## src/rtl/approx_mult_error_monitor.sv

```systemverilog
// approx_mult_error_monitor: window accuracy stats (ER/MED/WCE) of an approx multiplier.
// Optional signed error sum output sum_err is enabled by defining ERR_SIGNED_EN.
module approx_mult_error_monitor #(
  parameter int W = 4,
  parameter int NSAMP = 256,
  parameter int SUM_W = 16,
  localparam int CW = $clog2(NSAMP + 1),
  localparam int P = 2 * W
) (
  input  logic clk,
  input  logic rst,
  input  logic start,
  input  logic in_valid,
  output logic in_ready,
  input  logic [W-1:0] in_a,
  input  logic [W-1:0] in_b,
  input  logic [P-1:0] in_approx,
  output logic busy,
  output logic done,
  output logic [CW-1:0] sample_cnt,
  output logic [CW-1:0] err_cnt,
  output logic [SUM_W-1:0] sum_ed,
  output logic [P-1:0] max_ed,
  output logic [W-1:0] max_a,
  output logic [W-1:0] max_b
`ifdef ERR_SIGNED_EN
  ,
  output logic signed [SUM_W:0] sum_err
`endif
);

  typedef enum logic [1:0] {
    IDLE,
    RUN,
    DRAIN,
    DONE
  } state_t;

  localparam logic [CW-1:0] NS = CW'(NSAMP);
  localparam logic [CW-1:0] NS1 = CW'(NSAMP - 1);
  localparam int AW = ((SUM_W > P) ? SUM_W : P) + 1;
  localparam logic [AW-1:0] SUM_MAX = (AW'(1) << SUM_W) - AW'(1);

  state_t state;
  state_t state_nx;

  logic accept;
  logic clr;
  logic last;

  logic v1;
  logic v2;
  logic [P-1:0] e1;
  logic [P-1:0] x1;
  logic [W-1:0] a1;
  logic [W-1:0] b1;
  logic [P-1:0] ed2;
  logic [W-1:0] a2;
  logic [W-1:0] b2;

  logic [P-1:0] prod;
  logic [P-1:0] ed_c;
  logic [AW-1:0] sum_nx;
  logic [SUM_W-1:0] sum_sat;

  assign accept = in_valid & in_ready;
  assign clr = (state == IDLE) & start;
  assign last = accept & (sample_cnt == NS1);

  // FSM: state register
  always_ff @(posedge clk or posedge rst) begin
    if (rst) state <= IDLE;
    else state <= state_nx;
  end

  always_comb begin
    state_nx = state;
    unique case (state)
      IDLE: if (start) state_nx = RUN;
      RUN: if (last) state_nx = DRAIN;
      DRAIN: if (!v1 && !v2) state_nx = DONE;
      DONE: state_nx = IDLE;
      default: state_nx = IDLE;
    endcase
  end

  always_comb begin
    busy = 1'b0;
    done = 1'b0;
    in_ready = 1'b0;
    unique case (state)
      RUN: begin
        busy = 1'b1;
        in_ready = (sample_cnt < NS);
      end
      DRAIN: busy = 1'b1;
      DONE: done = 1'b1;
      default: ;
    endcase
  end

  assign prod = P'(in_a) * P'(in_b);
  assign ed_c = (e1 >= x1) ? (e1 - x1) : (x1 - e1);

  always_ff @(posedge clk or posedge rst) begin
    if (rst) begin
      v1 <= 1'b0;
      e1 <= '0;
      x1 <= '0;
      a1 <= '0;
      b1 <= '0;
      v2 <= 1'b0;
      ed2 <= '0;
      a2 <= '0;
      b2 <= '0;
    end else begin
      v1 <= accept;
      if (accept) begin
        e1 <= prod;
        x1 <= in_approx;
        a1 <= in_a;
        b1 <= in_b;
      end
      v2 <= v1;
      if (v1) begin
        ed2 <= ed_c;
        a2 <= a1;
        b2 <= b1;
      end
    end
  end

  assign sum_nx = AW'(sum_ed) + AW'(ed2);
  assign sum_sat = (sum_nx > SUM_MAX) ? {SUM_W{1'b1}} : sum_nx[SUM_W-1:0];

  always_ff @(posedge clk or posedge rst) begin
    if (rst) begin
      sample_cnt <= '0;
      err_cnt <= '0;
      sum_ed <= '0;
      max_ed <= '0;
      max_a <= '0;
      max_b <= '0;
    end else if (clr) begin
      sample_cnt <= '0;
      err_cnt <= '0;
      sum_ed <= '0;
      max_ed <= '0;
      max_a <= '0;
      max_b <= '0;
    end else begin
      if (accept) sample_cnt <= sample_cnt + CW'(1);
      if (v2) begin
        err_cnt <= err_cnt + CW'(ed2 != '0);
        sum_ed <= sum_sat;
        // strict compare: ties keep the earliest sample
        if (ed2 > max_ed) begin
          max_ed <= ed2;
          max_a <= a2;
          max_b <= b2;
        end
      end
    end
  end

`ifdef ERR_SIGNED_EN
  localparam int SW = ((SUM_W > P) ? SUM_W : P) + 2;
  localparam logic signed [SW-1:0] SE_MAX = (SW'(1) << SUM_W) - SW'(1);
  localparam logic signed [SW-1:0] SE_MIN = -SE_MAX;

  logic signed [P:0] sd_c;
  logic signed [P:0] sd2;
  logic signed [SW-1:0] se_nx;
  logic signed [SUM_W:0] se_sat;

  assign sd_c = $signed({1'b0, x1}) - $signed({1'b0, e1});
  assign se_nx = SW'(sum_err) + SW'(sd2);

  always_comb begin
    se_sat = se_nx[SUM_W:0];
    if (se_nx > SE_MAX) se_sat = SE_MAX[SUM_W:0];
    else if (se_nx < SE_MIN) se_sat = SE_MIN[SUM_W:0];
  end

  always_ff @(posedge clk or posedge rst) begin
    if (rst) begin
      sd2 <= '0;
      sum_err <= '0;
    end else begin
      if (v1) sd2 <= sd_c;
      if (clr) sum_err <= '0;
      else if (v2) sum_err <= se_sat;
    end
  end
`endif

endmodule

```

## config.mk

```make
export PLATFORM = sky130hd
export DESIGN_NAME = approx_mult_error_monitor
export DESIGN_NICKNAME = d
export VERILOG_FILES = /design/src/rtl/approx_mult_error_monitor.sv
export SDC_FILE = /design/constraint.sdc
export NUM_CORES = 1
export LEC_CHECK = 0
export CORE_ASPECT_RATIO = 1.75
export CORE_MARGIN = 10
export CORE_UTILIZATION = 45
export DETAILED_ROUTE_END_ITERATION = 8
export PLACE_DENSITY = 0.7
export SYNTH_ARGS = -nofsm -noshare
export SYNTH_HDL_FRONTEND = slang
export SYNTH_SLANG_ARGS = --single-unit
```

## constraint.sdc

```tcl
create_clock -name clk -period 2.7 [get_ports clk]
set_clock_uncertainty 0.15 [all_clocks]
set_input_delay 0.405 -clock clk [delete_from_list [all_inputs] [get_ports clk]]
set_output_delay 0.405 -clock clk [all_outputs]
set_load 0.005 [all_outputs]
```

==> results.md <==
- Chip width: about 100 um
- CP max stage cell: fa_1
- Fraction of the mapped netlist area in compound gates: about an eighth
- Yosys warns: 0
- Wire per inst: between 15 and 20 um
- CP Capture Type: flip-flop
- I/O Buffers: between 70 and 80
- Synth top area cells: dfrtp_1 (42%), ha_1 (12%), nand2_1 (7.0%), mux2i_1 (5.1%), o21ai_0 (4.0%)
- Multiplexer share of the synthesized area: under 10%
- Peak VDD IR: roughly 460 uV
- Clock slew at reported path FFs: 0.06 ns
- Initial Util: 45.7%
- Syn nets: a little under 700
- DR vias: between 4000 and 5000
- First-pass GRT wire length: about 22000 um
- Layout area overhead: 25.3%
- Syn Std Cell Area: between 5000 and 6000 um^2
- CTS tree: built
- Unrepaired setup endpoints after global routing: yes
- CTS root buf: clkbuf_16
- Die Span Y: roughly 170 um
- Max-slew violations: 0
- M1 WL: a little under 5000 um
- Post-CTS Hold Fix Bufs: 0
- Yosys cell types: roughly 50
- Core area: about 12000 um^2
- Reg2reg end: sum_ed[7]
- Number of global-route vias before repair: between 4000 and 5000
- Max-Cap Viols: 0
- Clk sinks: 94
- Hold path endpoint: a1[2]
- Clk_lat worst skew: ~0.33 ns
- Post-DP HPWL: slightly above 10000 um
- Top-count cell post-synth: nand2_1
- Hold_sp: in_a[2]
- N_diodes: 0
- Actual slew at the worst max-slew pin: around 0.67 ns
- Clk buf depth: 2
- CP startpoint: in_b[1]
- Gpl congestion: between 0.8 and 0.9
- Sequential share of the synthesized area: a little over two fifths
- Crit path cell chain: buf_6, nand2_2, fa_1, fa_1, inv_2, ha_4, a21o_1, a21oi_2, buf_4, buf_4, buf_4, xnor2_2, o21ai_1
- Most frequent cell on the critical path: buf_4
- Fin util: 57.2%
- Met2 WL: between 7000 and 8000 um
- GRT Total Usage: approximately 15%
- HP Class: in -> reg
- Final setup vio count: 0
- Headroom to the max-slew limit: between 50% and 60%
- Period utilisation layout: 97.1%
- H-tree levels: 3
- DRC: 0
- Synth Area per Inst: between 9 and 10 um^2
- I/O Pins: between 70 and 80
- FMAX: around 0.38 GHz
- Fraction of registers with async set/reset: between 90% and 100%
- Synth top area share: between 40% and 50%
- NumNets Final: between 700 and 800
- Fill cells: about 1100
- DP Cell Count: 851
- Status: finished clean
- Total gr overflow: 0
- Max stage delay on crit path: 0.54 ns
- Min Tclk post-route: ~2.6 ns
- Drt via density: between 5 and 6
- Final Hold Vio Count: 0
- DR WL met3: 387 um
- Die area: 17600 um^2
- Largest family of logic cells by synthesized area: simple AND/OR/NAND/NOR gates
- Initial antenna violation count: 0
- Setup Crit Path Kind: in -> reg
- PwrDens: around 1100 nW/um^2
- Largest fanout on the critical path: 2
- Post-Syn Instances: 608
- Post-Synth Simple-Gate Area: between 10% and 20%
- WHS Path Cells: 4
- Power Total: around 7.7 mW
- Post-route insts no fill: 869
- Critical Path RT: approximately 2.8 ns
- Main flop type after synthesis: dfrtp_1
- Post-DRT Antenna Nets: 0
- Pin count of the biggest net entering global routing: 95
- Number of placement rows: between 50 and 60
- Kind of start point of the critical path: input pin
- R2R cell count: 5
- R2r startpoint: ed2[5]
- 1st-iter DRT viols: 144
- Share of layout cells above drive strength 1: between 10% and 20%
- Uppermost layer routed: met4
- Final WL: between 10000 and 15000 um
- XOR/XNOR Fraction of Synth Area: 3.57%
- Synth area leader: dfrtp_1
- Seq cells post-synth: 94
- EDFF count, synth: 0
- Adder-Cell Fraction of Synth Area: between 10% and 20%
- CTS Buf Count: 9
- LEAKAGE: between 3 and 4 nW
- Synth cell count leaders: nand2_1 (105), dfrtp_1 (94), ha_1 (52), inv_1 (50), o21ai_0 (45)
- Critical Path AT: 2.69 ns
- Setup tns final: 0 ns
- FF-to-FF setup slack: 0.10 ns
- Length of the first detailed-routing pass in iterations: 4
==> state kept, by name, indices dropped and copies added, names as in the netlist, 2 cells and up <==
name and cells:
b2 4, a2 4, b1 4, err_cnt 9
sample_cnt 9, state 2, max_ed 8, a1 4
sum_ed 16, e1 8, max_b 4, ed2 8
max_a 4, x1 8
==> layout make-up <==
type / instances / area (um^2) / area share, %
multi-input combinational: 441 / 3080 / 43.5
inverter: 50 / 191 / 2.70
clock buffer: 14 / 294 / 4.15
clock inverter: 2 / 12.5 / 0.177
tap: 168 / 210 / 2.97
timing repair buffer: 100 / 938 / 13.3
sequential: 94 / 2350 / 33.2
==> layout by cell type, fill, tap and decap left out, types with 3 or more instances in the layout <==
cell and n:
ha_4 3, clkbuf_8 5, xnor2_1 9, buf_6 4, nand2_2 3, fa_1 6
xor2_1 13, clkbuf_16 9, or3_1 5, and3_1 5, a211oi_1 3, nor3_1 6
o211ai_1 3, nand3_1 11, nand2b_1 5, mux2_2 8, o21ai_0 43, buf_4 26
a21oi_2 3, and2_1 9, nor2_1 40, nand4_1 9, a21o_1 7, dfrtp_1 94
a31oi_1 9, inv_1 48, nand2_1 102, ha_1 49, nand3b_1 3, o21ai_1 3
nor4_1 3, a21oi_1 21, nor2b_1 6, o21a_1 4, buf_2 3, mux2i_1 29
clkdlybuf4s50_1 65
==> report_power, final <==
| part | switching, mW | leakage, nW | internal [mW] |
|---|---|---|---|
| logic | 2.08 | 1.89 | 1.98 |
| registers | 0.464 | 1.22 | 1.91 |
| clock network | 0.505 | 0.151 | 0.749 |
==> metrics by stage <==
step | hold slack [ns] | setup WS (ns) | area [um^2]
floorplan | 0.202 | 0.000511 | 5670
global placement | 0.305 | -0.594 | 6710
detailed placement | 0.308 | -0.666 | 6710
CTS | 0.246 | 0.0120 | 7020
global route | 0.233 | -0.0198 | 7080
finish | 0.229 | 0.0778 | 7080
==> layer usage <==
layer	vias up	track usage, %
li1	2236	-
met5	-	0
met2	88	29.6
met4	0	7.85
met1	2180	14.9
met3	34	2.75
==> logic make-up (layout without fill, tap and decap cells) <==
group                      count (synthesis)  in the layout
muxes                                     37             37
xor gates and xnor gates                  23             23
adders and majority gates                 59             59
buffers and inverters                     73            166
and+or+nand+nor                          211            211
AOI/OAI and AO/OA                        111            111
DFF                                       94             94
==> critical path: cells and delay by family <==
kind | cells | cell delay [ns]
compound gates | 3 | 0.39
simple gates | 1 | 0.05
fa+ha+maj | 3 | 1.28
buf+inv | 5 | 0.45
xor+xnor | 1 | 0.10
==> worst max-delay path by stage <==
stage,to,depth (start not counted)
detailed placement,e1[7],12
finish,e1[5],13
global route,e1[5],13
global placement,e1[6],11
floorplan,e1[7],11
CTS,e1[7],12
==> repair_timing <==
item                       4_1_cts  5_1_grt
resized for setup               27       11
setup buffers                    2        0
pin swaps                       10       10
setup endpoints to repair        4        3
Power figures use the tool's default switching activity.
